<file path="config.mk">
export PLATFORM = sky130hd
export DESIGN_NAME = vga_sync_gen
export DESIGN_NICKNAME = d
export VERILOG_FILES = /design/src/rtl/vga_timing_pkg.sv /design/src/rtl/pixel_tick_div.sv /design/src/rtl/vga_sync_gen.sv
export SDC_FILE = /design/constraint.sdc
export NUM_CORES = 1
export LEC_CHECK = 0
export ABC_AREA = 1
export CAP_MARGIN = 20
export CORE_UTILIZATION = 55
export CTS_BUF_LIST = sky130_fd_sc_hd__clkbuf_8
export DETAILED_ROUTE_END_ITERATION = 6
export GPL_TIMING_DRIVEN = 0
export PLACE_DENSITY_LB_ADDON = 0.15
export SKIP_LAST_GASP = 1
export SYNTH_ARGS = -nofsm -noshare
export SYNTH_HDL_FRONTEND = slang
export SYNTH_HIERARCHICAL = 1
export SYNTH_SLANG_ARGS = --single-unit
</file>
<file path="constraint.sdc">
create_clock -name clk -period 3.5 [get_ports clk]
set_input_delay 0.7 -clock clk [delete_from_list [all_inputs] [get_ports clk]]
set_output_delay 0.7 -clock clk [all_outputs]
set_load 0.01 [all_outputs]
</file>
<file path="src/rtl/vga_timing_pkg.sv">
// Purpose : 640x480 VGA raster constants and sync/blank decode shared by the generator and renderers.
// Latency : n/a (constants and a combinational helper only).
// Backpressure: none; free-running timing.
// Ports   : none (package).
package vga_timing_pkg;

  // Horizontal raster, in pixel ticks.
  localparam int unsigned H_TOTAL = 800;
  localparam int unsigned H_SYNC  = 96;
  localparam int unsigned HS_MIN  = 144;
  localparam int unsigned HS_MAX  = 783;

  // Vertical raster, in lines.
  localparam int unsigned V_TOTAL = 521;
  localparam int unsigned V_SYNC  = 2;
  localparam int unsigned VS_MIN  = 32;
  localparam int unsigned VS_MAX  = 511;

  localparam int unsigned POS_W = 10;

  typedef logic [POS_W-1:0] pos_t;

  typedef struct packed {
    pos_t col;
    pos_t lin;
  } vga_pos_t;

  typedef struct packed {
    logic hs;       // active-low horizontal sync level
    logic vs;       // active-low vertical sync level
    logic in_disp;  // inside the active window
  } vga_sync_t;

  // Sync levels and active-window flag for a raster position.
  function automatic vga_sync_t sync_decode(
    input pos_t col,
    input pos_t lin,
    input pos_t h_sync,
    input pos_t h_min,
    input pos_t h_max,
    input pos_t v_sync,
    input pos_t v_min,
    input pos_t v_max
  );
    vga_sync_t s;
    s.hs      = (col >= h_sync);
    s.vs      = (lin >= v_sync);
    s.in_disp = (col >= h_min) && (col <= h_max) && (lin >= v_min) && (lin <= v_max);
    return s;
  endfunction

endpackage

</file>
<file path="src/rtl/pixel_tick_div.sv">
// Purpose : divides clk down to a one-cycle pixel-rate pulse every CLK_DIV cycles.
// Latency : pix_tick_o registered; adv_o is the same event one cycle earlier (combinational).
// Backpressure: none; free-running.
// Ports   : clk_i, rst_i (async, active-high); pix_tick_o registered pulse;
//           adv_o high in the cycle whose edge raises pix_tick_o (used to advance counters).
module pixel_tick_div #(
  parameter int unsigned CLK_DIV = 4
) (
  input  logic clk_i,
  input  logic rst_i,
  output logic pix_tick_o,
  output logic adv_o
);

  localparam int unsigned     DIV_W    = (CLK_DIV > 1) ? $clog2(CLK_DIV) : 1;
  localparam logic [DIV_W-1:0] DIV_LAST = DIV_W'(CLK_DIV - 1);

  logic [DIV_W-1:0] div_q, div_d;
  logic             tick_q;

  // With CLK_DIV=1 DIV_LAST is 0, so the divider sits at 0 and ticks every cycle.
  assign adv_o = (div_q == DIV_LAST);

  always_comb begin
    div_d = div_q + 1'b1;
    if (adv_o) begin
      div_d = '0;
    end
  end

  always_ff @(posedge clk_i or posedge rst_i) begin
    if (rst_i) begin
      div_q  <= '0;
      tick_q <= 1'b0;
    end else begin
      div_q  <= div_d;
      tick_q <= adv_o;
    end
  end

  assign pix_tick_o = tick_q;

endmodule

</file>
<file path="src/rtl/vga_sync_gen.sv">
// Purpose : 640x480 VGA raster generator: pixel tick, Coloana/Linie counters, HS/VS, InDisplay, frame_start.
// Latency : all outputs registered; sync/blank flags are decoded from next-state counters, so they
//           always match the Coloana/Linie visible in the same cycle.
// Backpressure: none; free-running, consumers sample on pix_tick.
// Ports   : clk, rst (async, active-high); pix_tick one-clk pulse per pixel; Coloana 0..H_TOTAL-1;
//           Linie 0..V_TOTAL-1; HS/VS active-low sync; InDisplay active window; frame_start one-clk
//           pulse on wrap to (0,0); frame_cnt 8-bit frame counter, only when VGA_FRAME_CNT_EN is defined.
// Timing parameters default to the package raster; they may be overridden for reduced rasters.
module vga_sync_gen
  import vga_timing_pkg::*;
#(
  parameter int unsigned CLK_DIV   = 4,
  parameter int unsigned P_H_TOTAL = H_TOTAL,
  parameter int unsigned P_H_SYNC  = H_SYNC,
  parameter int unsigned P_HS_MIN  = HS_MIN,
  parameter int unsigned P_HS_MAX  = HS_MAX,
  parameter int unsigned P_V_TOTAL = V_TOTAL,
  parameter int unsigned P_V_SYNC  = V_SYNC,
  parameter int unsigned P_VS_MIN  = VS_MIN,
  parameter int unsigned P_VS_MAX  = VS_MAX
) (
  input  logic       clk,
  input  logic       rst,
  output logic       pix_tick,
  output logic [9:0] Coloana,
  output logic [9:0] Linie,
  output logic       HS,
  output logic       VS,
  output logic       InDisplay,
  output logic       frame_start
`ifdef VGA_FRAME_CNT_EN
  ,
  output logic [7:0] frame_cnt
`endif
);

  localparam pos_t H_LAST = pos_t'(P_H_TOTAL - 1);
  localparam pos_t V_LAST = pos_t'(P_V_TOTAL - 1);
  localparam pos_t H_SYNC_C = pos_t'(P_H_SYNC);
  localparam pos_t H_MIN_C  = pos_t'(P_HS_MIN);
  localparam pos_t H_MAX_C  = pos_t'(P_HS_MAX);
  localparam pos_t V_SYNC_C = pos_t'(P_V_SYNC);
  localparam pos_t V_MIN_C  = pos_t'(P_VS_MIN);
  localparam pos_t V_MAX_C  = pos_t'(P_VS_MAX);

  logic      adv;
  vga_pos_t  pos_q, pos_d;
  vga_sync_t sync_q, sync_d;
  logic      fs_q, fs_d;

  // adv is high in the cycle whose edge raises pix_tick, so the counters step
  // together with the visible tick (first tick after reset reads (1,0)).
  pixel_tick_div #(
    .CLK_DIV(CLK_DIV)
  ) u_tick_div (
    .clk_i      (clk),
    .rst_i      (rst),
    .pix_tick_o (pix_tick),
    .adv_o      (adv)
  );

  always_comb begin
    pos_d = pos_q;
    fs_d  = 1'b0;
    if (adv) begin
      if (pos_q.col == H_LAST) begin
        pos_d.col = '0;
        if (pos_q.lin == V_LAST) begin
          pos_d.lin = '0;
          fs_d      = 1'b1;
        end else begin
          pos_d.lin = pos_q.lin + 1'b1;
        end
      end else begin
        pos_d.col = pos_q.col + 1'b1;
      end
    end
    // Decode from the next position so the registered flags line up with the registered counters.
    sync_d = sync_decode(pos_d.col, pos_d.lin, H_SYNC_C, H_MIN_C, H_MAX_C,
                         V_SYNC_C, V_MIN_C, V_MAX_C);
  end

  // Reset lands on (0,0) with both syncs asserted and no frame_start pulse.
  always_ff @(posedge clk or posedge rst) begin
    if (rst) begin
      pos_q  <= '0;
      sync_q <= '0;
      fs_q   <= 1'b0;
    end else begin
      pos_q  <= pos_d;
      sync_q <= sync_d;
      fs_q   <= fs_d;
    end
  end

  assign Coloana     = pos_q.col;
  assign Linie       = pos_q.lin;
  assign HS          = sync_q.hs;
  assign VS          = sync_q.vs;
  assign InDisplay   = sync_q.in_disp;
  assign frame_start = fs_q;

`ifdef VGA_FRAME_CNT_EN
  // Animation time base: counts completed frames, wrapping 255 -> 0.
  logic [7:0] fcnt_q, fcnt_d;

  assign fcnt_d = fs_d ? (fcnt_q + 8'd1) : fcnt_q;

  always_ff @(posedge clk or posedge rst) begin
    if (rst) begin
      fcnt_q <= 8'd0;
    end else begin
      fcnt_q <= fcnt_d;
    end
  end

  assign frame_cnt = fcnt_q;
`endif

endmodule

</file>
==> Implementation_results.wiki, run 1 <==
{| class="wikitable"
! Metric !! Value
|-
| Run status || finished clean
|-
| Warnings from Yosys || 6
|-
| VDD IR-drop max || between 0.2 and 0.25 mV
|-
| Maximum number of pins on one net before global-route repair || 25
|-
| CTS tree || done
|-
| Via/cell ratio || between 5 and 6
|-
| Final setup TNS || 0 ns
|-
| Area after detailed placement || ~1800 um^2
|-
| Syn Nets || about 200
|-
| Number of top-level pins || 27
|-
| First-pass GRT wire length || about 5100 um
|-
| Vias in the first global route || ~1200
|-
| Wirelength, routed || ~3100 um
|-
| Internal reg-to-reg setup slack || 1.57 ns
|-
| Final total power || 493 uW
|-
| Count of vias placed by the detailed router || ~1300
|-
| Growth of design area from synthesis to finish || 22.5%
|-
| Distinct cell type count of the synthesized netlist || 25
|-
| GR Util All Layers || 0.246
|-
| Number of setup violations in the final report || 0
|-
| Die area || between 2000 and 3000 um^2
|-
| Congestion Overflow GR || 0
|-
| Most frequent cell after synthesis || nand2_1
|-
| Category of the worst setup path capture point || primary output
|-
| Slowest stage delay, CP || 0.59 ns
|-
| Number of enable flip-flop cells after synthesis || 0
|-
| Antenna-violating nets left || 0
|-
| WL per Instance || approximately 12 um
|-
| Cell count after synthesis || slightly below 200
|-
| Cell type group with the largest total delay on the critical path || buffers and inverters
|-
| CP max FO || 8
|-
| Pin slew with the least headroom to its limit || around 0.90 ns
|-
| Fraction of layout cells with a size suffix above 1 || 0.0833
|-
| Mean instance size in the synthesized netlist || around 7.7 um^2
|-
| Element type at the critical path start || register
|-
| Die extent in x || approximately 55 um
|-
| Commonest cells in the synthesized netlist || nand2_1, inv_1, dfrtp_1
|-
| CORE AREA || between 2000 and 3000 um^2
|-
| Critical path buffers and inverters || 1
|-
| Cell at the root of the clock tree || clkbuf_8
|-
| Number of iterations in the first detailed-routing pass || 4
|-
| Worst-case headroom to the max-slew limit || 0.400
|-
| Port Buffer Count || 26
|-
| Cells along the critical path || clkdlybuf4s50_1
|-
| Static leakage || about 1.0 nW
|-
| Count of unresolved DRC violations after routing || 0
|-
| Sequential fraction of the synthesis area || 0.444
|-
| Final worst clock skew || between 0.002 and 0.003 ns
|-
| Path type of the worst setup path || reg2out
|-
| Area of all placed cells without fillers || between 1500 and 2000 um^2
|-
| Floorplan row count || 18
|-
| Dominant synthesized flop cell || dfrtp_1
|-
| # Max-Cap Violations || 0
|-
| Fraction of synthesized cell area taken by the top area cell type || 0.444
|-
| Worst path arrival time || approximately 1.4 ns
|-
| Drt initial violations || 30
|-
| Cell at the slowest stage of the critical path || clkdlybuf4s50_1
|-
| Mapped cell area || 1520 um^2
|-
| Final period demand of the worst path || between 2 and 2.5 ns
|-
| Hold WC Path Type || reg2reg
|-
| Layout Nets || ~240
|-
| Number of diodes added for antenna fixing || 0
|-
| Final Max Slew Viols || 0
|-
| Post-CTS clock slew at the launch and capture registers of the worst setup and hold paths || 0.09 ns
|-
| Routability-driven placement congestion ratio || between 0.8 and 0.9
|-
| Hold-fix buffers at CTS || 0
|-
| Number of sinks driven by the clock tree || 27
|-
| Required time of the worst setup path || 2.80 ns
|-
| Number of CTS-inserted buffers || 3
|-
| Antenna violations before repair || 0
|-
| Height of the die || 54.6 um
|-
| Top cells by area in the synthesized netlist || dfrtp_1, nand2_1, inv_1
|-
| Worst-Skew Late Latency || roughly 0.27 ns
|-
| CTS H-tree lvls || 1
|-
| Power density over cell area || roughly 260 nW/um^2
|-
| Clk buf depth || 2
|-
| Cell type with the highest aggregate area in the netlist || dfrtp_1
|-
| Hold Violations, Final || 0
|-
| RSZ-0062 raised after global routing || false
|-
| Share of synthesized flip-flops with an asynchronous set or reset || 1.00
|-
| Post-detail-place hpwl || between 2000 and 2500 um
|-
| Fraction of the cycle the final worst path needs || 0.594
|-
| Number of buffers inserted to repair setup after CTS || 0
|-
| Gates resized, CTS repair || 0
|-
| Number of register bits inferred by synthesis || 27
|-
| Highest achievable clock rate || roughly 480 MHz
|-
| Initial core utilization || 0.598
|}
[state kept, by name, summed over array words and instances, names as in the netlist]
register / cells
InDisplay: 1
u_tick_div/pix_tick_o: 1
u_tick_div/div_q: 2
frame_start: 1
VS: 1
Linie: 10
HS: 1
Coloana: 10
[per-layer routing]
layer,vias to the layer above,global-route usage,share of wire
met1,613,0.312,0.47
li1,676,-,-
met3,5,0.0528,0.028
met5,-,0,0
met2,25,0.402,0.48
met4,0,0.103,0.016
[path summary, 6_finish.rpt]
check	from	to	depth (start not counted)
max	Coloana[6]	Coloana[6]	1
min	u_tick_div/div_q[0]	u_tick_div/div_q[0]	1
max reg2reg	u_tick_div/div_q[0]	VS	10
min reg2reg	u_tick_div/div_q[0]	u_tick_div/div_q[0]	1
max in group asynchronous	rst	Coloana[5]	2
min in group asynchronous	rst	u_tick_div/div_q[1]	2
[layout by cell type (no fill, tap or decap), drive strengths merged]
cell and n:
nand2 48, inv 44, dfrtp 27, clkdlybuf4s50 26, nand3 25, nor2 19, nand4 7, nor3 6
o21ai 6, a21oi 5, ha 4, clkbuf 4, o21bai 2, xor2 2, xnor2 1, or2 1
o21a 1
[report_power, final]
part	leakage (nW)	total [mW]	switching, mW	internal (mW)
sequential	0.363	0.312	0	0.312
combinational	0.646	0.00706	0.00593	0.00113
clock	0.0269	0.174	0.0954	0.0788
[kinds of logic after synthesis]
family          Yosys count  synth area share
fa+ha+maj                 4            0.0329
xor+xnor                  3            0.0173
compound gates           14            0.0559
simple gates            106             0.341
buf+inv                  44             0.109
flops                    27             0.444
[metrics by stage]
step / hold slack [ns] / setup WS (ns) / utilization / instances
global placement: 0.414 / 1.65 / 0.715 / 254
floorplan: 0.403 / 1.86 / - / 198
detailed placement: 0.420 / 1.61 / 0.715 / 254
finish: 0.429 / 1.42 / 0.733 / 258
global route: 0.458 / 1.33 / 0.733 / 258
CTS: 0.436 / 1.41 / 0.733 / 258
[final cells by class]
type / count / area [um^2]
multi-input combinational: 127 / 681
fill: 206 / 681
sequential: 27 / 676
timing repair buffer: 26 / 260
inverter: 43 / 161
clock buffer: 3 / 41.3
tap: 30 / 37.5
clock inverter: 1 / 3.75
buffer: 1 / 3.75
Power figures use the tool's default switching activity.
==> run 2: changes to the inputs <==
--- a/config.mk
+++ b/config.mk
@@ -7,7 +7,7 @@
 export LEC_CHECK = 0
 export ABC_AREA = 1
 export CAP_MARGIN = 20
-export CORE_UTILIZATION = 55
+export CORE_UTILIZATION = 54
 export CTS_BUF_LIST = sky130_fd_sc_hd__clkbuf_8
 export DETAILED_ROUTE_END_ITERATION = 6
 export GPL_TIMING_DRIVEN = 0
==> constraint.sdc (replaced) <==
create_clock -name clk -period 2.16 [get_ports clk]
set_input_delay 0.432 -clock clk [delete_from_list [all_inputs] [get_ports clk]]
set_output_delay 0.432 -clock clk [all_outputs]
set_load 0.01 [all_outputs]
==> Implementation_results.wiki, run 2 (synthesis gave the netlist of run 1 again) <==
{| class="wikitable"
! Metric !! Value
|-
| Combined area of the multi-input logic cells || 681 um^2 (unchanged)
|-
| Final total power || 813 uW (+65%)
|-
| Area of all placed cells without fillers || 1870 um^2 (about the same)
|-
| Post-CTS clock slew at the launch and capture registers of the worst setup and hold paths || 0.10 ns (about the same)
|-
| Die area || 3030 um^2 (+1.8%)
|-
| Sequential cell area in the final layout || 676 um^2 (unchanged)
|-
| Antenna-violating nets left || 0 (unchanged)
|-
| Run status || finished clean
|-
| Layout filler cell count || 201 (-2.4%)
|-
| Number of buffers inserted to repair setup after CTS || 0 (unchanged)
|-
| Register share of total power || 0.621 (-0.011)
|-
| Worst-Skew Late Latency || 0.28 ns (about the same)
|-
| CORE AREA || 2570 um^2 (+0.88%)
|-
| Final setup TNS || 0 ns (unchanged)
|-
| Final worst clock skew || 0.00831 ns (+0.00580 ns)
|-
| Number of iterations in the first detailed-routing pass || 4 (unchanged)
|-
| Number of setup violations in the final report || 0 (unchanged)
|-
| Number of CTS-inserted buffers || 3 (unchanged)
|-
| Final period demand of the worst path || 1.87 ns
|-
| Die extent in x || 55.1 um (+0.89%)
|-
| Hold WC Path Type || in2async
|-
| Routability-driven placement congestion ratio || 0.856 (+3.2%)
|-
| Element type at the critical path start || register
|-
| VDD IR-drop max || 0.379 mV (+57%)
|-
| Pin slew with the least headroom to its limit || 0.946 ns (+0.0470 ns)
|-
| Floorplan row count || 18 (unchanged)
|-
| Gates resized, CTS repair || 0 (unchanged)
|-
| Highest achievable clock rate || 533 MHz
|-
| CTS H-tree lvls || 1 (unchanged)
|-
| Height of the die || 55.1 um (+0.89%)
|-
| Worst path arrival time || 2.05 ns (+0.67 ns)
|-
| Post-detail-place hpwl || 2460 um (+1.1%)
|-
| Number of diodes added for antenna fixing || 0 (unchanged)
|-
| Via/cell ratio || 5.22 (+2.2%)
|-
| Power density over cell area || 436 nW/um^2 (+65%)
|-
| Internal reg-to-reg setup slack || 0.29 ns (-1.28 ns)
|-
| Count of unresolved DRC violations after routing || 0 (unchanged)
|-
| CTS tree || done
|-
| Number of top-level pins || 27 (unchanged)
|-
| Count of vias placed by the detailed router || 1348 (+2.2%)
|-
| Hold-fix buffers at CTS || 0 (unchanged)
|-
| RSZ-0062 raised after global routing || false
|-
| Required time of the worst setup path || 2.34 ns (-0.46 ns)
|-
| Reported net switching power || 176 uW (+74%)
|-
| Reg-to-reg startpoint || u_tick_div/div_q[0]
|-
| GR Util All Layers || 0.240 (-0.00684)
|-
| Static leakage || 1.03 nW (-0.14%)
|-
| Growth of design area from synthesis to finish || 22.6% (about the same)
|-
| First-pass GRT wire length || 5080 um (-0.14%)
|-
| Worst-case headroom to the max-slew limit || 0.369 (-0.0314)
|-
| Drt initial violations || 29 (-3.3%)
|-
| Category of the worst setup path capture point || register
|-
| Maximum number of pins on one net before global-route repair || 25 (unchanged)
|-
| Fraction of the cycle the final worst path needs || 0.868
|-
| Portion of total power attributed to combinational logic || 0.015 (about the same)
|-
| Final design utilization || 0.727 (-0.00594)
|-
| Antenna violations before repair || 0 (unchanged)
|-
| Switching share of power || 0.217 (+0.0112)
|-
| Path type of the worst setup path || reg2reg
|-
| Port Buffer Count || 26 (unchanged)
|-
| Hold Violations, Final || 0 (unchanged)
|-
| Critical path startpoint || u_tick_div/div_q[0]
|-
| Initial core utilization || 0.593 (-0.00524)
|-
| Pint || 636 uW (+63%)
|-
| Layout Nets || 235 (unchanged)
|-
| R2r endpoint || VS
|-
| Congestion Overflow GR || 0 (unchanged)
|-
| Setup WS post-layout || 0.285 ns (-1.14 ns)
|-
| Final Max Slew Viols || 0 (unchanged)
|-
| Fraction of layout cells with a size suffix above 1 || 0.0877 (+0.00439)
|-
| Area after detailed placement || 1820 um^2 (unchanged)
|-
| # Max-Cap Violations || 0 (unchanged)
|-
| R2R cell count || 10 (unchanged)
|-
| WL per Instance || 12.5 um (+3.1%)
|-
| Cell at the root of the clock tree || clkbuf_8
|-
| Number of sinks driven by the clock tree || 27 (unchanged)
|-
| Wirelength, routed || 3230 um (+3.1%)
|-
| Clock share of power || 0.364 (+0.011)
|-
| Clk buf depth || 2 (unchanged)
|-
| Most used cells in the layout excluding fill and tap cells || nand2_1, inv_1, dfrtp_1
|-
| Post-placement worst setup slack || 0.293 ns (-1.32 ns)
|-
| Most common cell after layout, fill and taps aside || nand2_1
|-
| Vias in the first global route || 1214 (+4.0%)
|-
| CP max FO || 8 (unchanged)
|}
## run 2: worst max-delay path by stage
stage                      to  slack (ns)  cells past startpoint
floorplan           InDisplay        0.52                      9
global route               VS        0.07                     10
detailed placement         VS        0.29                     10
global placement           VS        0.34                     10
finish                     VS        0.29                     10
CTS                        VS        0.29                     10
## run 2: power groups by stage
stage / sequential [mW] / combinational (mW) / clock, mW
CTS: 0.505 / 0.0127 / 0.296
global route: 0.505 / 0.0144 / 0.313
floorplan: 0.515 / 0.00766 / 0
global placement: 0.515 / 0.0119 / 0
finish: 0.505 / 0.0118 / 0.296
detailed placement: 0.515 / 0.0127 / 0
## run 2: final cells by class
cell class | instances | share of cell area
buffer | 1 | 0.00201
clock buffer | 3 | 0.0221
clock inverter | 1 | 0.00268
inverter | 43 | 0.0865
multi-input combinational | 127 | 0.365
sequential | 27 | 0.362
tap | 30 | 0.0201
timing repair buffer | 26 | 0.140
## run 2: per-stage QoR
step	std cells	hold slack (ns)
floorplan	198	0.186
global placement	254	0.414
detailed placement	254	0.421
CTS	258	0.334
global route	258	0.353
finish	258	0.332
## run 2: critical path, cell delays in order, from the launching register on
cell and delay [ns]:
dfrtp_1 0.36, ha_1 0.30, inv_2 0.11, nor3_4 0.15, nand3_4 0.15, inv_2 0.12, nand2_1 0.16, nand3_2 0.16
nand2_1 0.08, nor2_2 0.12, nand2_1 0.06
## run 2: layer usage
layer	track usage	share of wire	vias to the layer above	wire length (um)
met5	0	0	-	0
met4	0.100	0.023	0	75
met3	0.0437	0.049	9	157
met2	0.398	0.47	46	1520
met1	0.304	0.46	617	1470
li1	-	-	676	-
==> run 3: changes to the inputs <==
--- a/config.mk
+++ b/config.mk
@@ -11,7 +11,7 @@
 export CTS_BUF_LIST = sky130_fd_sc_hd__clkbuf_8
 export DETAILED_ROUTE_END_ITERATION = 6
 export GPL_TIMING_DRIVEN = 0
-export PLACE_DENSITY_LB_ADDON = 0.15
+export PLACE_DENSITY = 0.84
 export SKIP_LAST_GASP = 1
 export SYNTH_ARGS = -nofsm -noshare
 export SYNTH_HDL_FRONTEND = slang
==> Implementation_results.wiki, run 3 (synthesis gave the netlist of run 1 again) <==
{| class="wikitable"
! Metric !! Value
|-
| Run status || finished clean
|-
| Final total power || 793 uW (-2.5%)
|-
| Path type of the worst setup path || reg2reg
|-
| Cell mode on critical path || nand2_1
|-
| CORE AREA || 2570 um^2 (unchanged)
|-
| Cell at the root of the clock tree || clkbuf_8
|-
| Layout Nets || 235 (unchanged)
|-
| CP max FO || 8 (unchanged)
|-
| Pin slew with the least headroom to its limit || 0.876 ns (-0.0696 ns)
|-
| Final worst clock skew || 0.00195 ns (-0.00635 ns)
|-
| Vias in the first global route || 1324 (+9.1%)
|-
| Power density over cell area || 425 nW/um^2 (-2.4%)
|-
| Critical path buffers and inverters || 2 (unchanged)
|-
| Layout filler cell count || 214 (+6.5%)
|-
| RSZ-0062 raised after global routing || false
|-
| Number of top-level pins || 27 (unchanged)
|-
| WL per Instance || 12.7 um (+1.5%)
|-
| # Max-Cap Violations || 0 (unchanged)
|-
| Number of sinks driven by the clock tree || 27 (unchanged)
|-
| Number of diodes added for antenna fixing || 0 (unchanged)
|-
| GR Util All Layers || 0.254 (+0.0144)
|-
| Initial core utilization || 0.593 (unchanged)
|-
| Antenna violations before repair || 0 (unchanged)
|-
| Fraction of the cycle the final worst path needs || 0.884 (+0.0157)
|-
| Slowest stage delay, CP || 0.46 ns (+0.10 ns)
|-
| Maximum number of pins on one net before global-route repair || 25 (unchanged)
|-
| Count of unresolved DRC violations after routing || 0 (unchanged)
|-
| Worst-Skew Late Latency || 0.27 ns (about the same)
|-
| Worst path arrival time || 2.07 ns (+0.02 ns)
|-
| Count of vias placed by the detailed router || 1370 (+1.6%)
|-
| Routability-driven placement congestion ratio || 0.884 (+3.3%)
|-
| Cell at the slowest stage of the critical path || dfrtp_1
|-
| Clk buf depth || 2 (unchanged)
|-
| Final design utilization || 0.726 (about the same)
|-
| Hold-fix buffers at CTS || 0 (unchanged)
|-
| VDD IR-drop max || 0.351 mV (-7.4%)
|-
| Post-detail-place hpwl || 2480 um (+1.0%)
|-
| Final period demand of the worst path || 1.91 ns (+0.0340 ns)
|-
| Most common cell after layout, fill and taps aside || nand2_1
|-
| R2R cell count || 10 (unchanged)
|-
| Port Buffer Count || 26 (unchanged)
|-
| Drt initial violations || 48 (+66%)
|-
| Setup WS post-layout || 0.251 ns (-0.0340 ns)
|-
| Congestion Overflow GR || 0 (unchanged)
|-
| Growth of design area from synthesis to finish || 22.5% (about the same)
|-
| Element type at the critical path start || register
|-
| Number of setup violations in the final report || 0 (unchanged)
|-
| Number of buffers inserted to repair setup after CTS || 0 (unchanged)
|-
| Internal reg-to-reg setup slack || 0.25 ns (-0.03 ns)
|-
| Hold WC Path Type || in2async
|-
| Most used cells in the layout excluding fill and tap cells || nand2_1, inv_1, dfrtp_1
|-
| Number of CTS-inserted buffers || 3 (unchanged)
|-
| Number of iterations in the first detailed-routing pass || 4 (unchanged)
|-
| Wirelength, routed || 3280 um (+1.5%)
|-
| Static leakage || 1.04 nW (+0.14%)
|-
| Die extent in x || 55.1 um (unchanged)
|-
| CTS H-tree lvls || 1 (unchanged)
|-
| Reg-to-reg startpoint || Coloana[0]
|-
| Die area || 3030 um^2 (unchanged)
|-
| Gates resized, CTS repair || 0 (unchanged)
|-
| Via/cell ratio || 5.31 (+1.6%)
|-
| Final setup TNS || 0 ns (unchanged)
|-
| Post-placement worst setup slack || 0.279 ns (-0.0135 ns)
|-
| Category of the worst setup path capture point || register
|-
| Height of the die || 55.1 um (unchanged)
|-
| Floorplan row count || 18 (unchanged)
|-
| Required time of the worst setup path || 2.32 ns (-0.02 ns)
|-
| Antenna-violating nets left || 0 (unchanged)
|-
| R2r endpoint || VS
|-
| Final Max Slew Viols || 0 (unchanged)
|-
| CTS tree || done
|-
| Cell type group with the largest total delay on the critical path || simple AND/OR/NAND/NOR gates
|-
| First-pass GRT wire length || 5580 um (+9.8%)
|-
| Worst-case headroom to the max-slew limit || 0.415 (+0.0465)
|-
| Hold Violations, Final || 0 (unchanged)
|-
| Post-CTS clock slew at the launch and capture registers of the worst setup and hold paths || 0.09 ns (about the same)
|-
| Highest achievable clock rate || 524 MHz (-1.8%)
|-
| Cells along the critical path || ha_1 -> nand3_1 -> inv_1 -> nand3_4 -> inv_2 -> nand2_1 -> nand3_1 -> nand2_1 -> nor2_1 -> nand2_1
|-
| Fraction of layout cells with a size suffix above 1 || 0.0833 (-0.00439)
|}
==> run 3: through the flow <==
step | hold WS [ns] | std cells | instance area (um^2)
after floorplan | 0.186 | 198 | 1520
after global placement | 0.414 | 254 | 1820
after detailed placement | 0.422 | 254 | 1820
after CTS | 0.354 | 258 | 1860
after global routing | 0.391 | 258 | 1860
final | 0.353 | 258 | 1860
==> run 3: cell type report <==
type	instances	area [um^2]	area share
buffer	1	3.75	0.00201
timing repair buffer	26	260	0.140
inverter	43	161	0.0866
clock buffer	3	41.3	0.0221
clock inverter	1	3.75	0.00201
tap	30	37.5	0.0201
multi-input combinational	127	681	0.365
sequential	27	676	0.362
==> run 3: worst max-delay path by stage <==
stage,depth (start not counted),start,slack (ns),end
after floorplan,9,Coloana[0],0.52,InDisplay
after global placement,10,Coloana[0],0.32,VS
after detailed placement,10,Coloana[0],0.28,VS
after CTS,10,Coloana[0],0.26,VS
after global routing,10,u_tick_div/div_q[0],0.03,VS
final,10,Coloana[0],0.25,VS
==> run 3: report_power, final <==
part	internal, mW	switching, mW
clock	0.127	0.149
sequential	0.505	0
combinational	0.00183	0.00957
==> run 3: layer usage <==
| layer | track usage | vias to the layer above | wire length (um) |
|---|---|---|---|
| met5 | 0 | - | 0 |
| met4 | 0.0750 | 0 | 27 |
| met3 | 0.0355 | 4 | 140 |
| met2 | 0.452 | 42 | 1580 |
| met1 | 0.316 | 646 | 1530 |
| li1 | - | 678 | - |
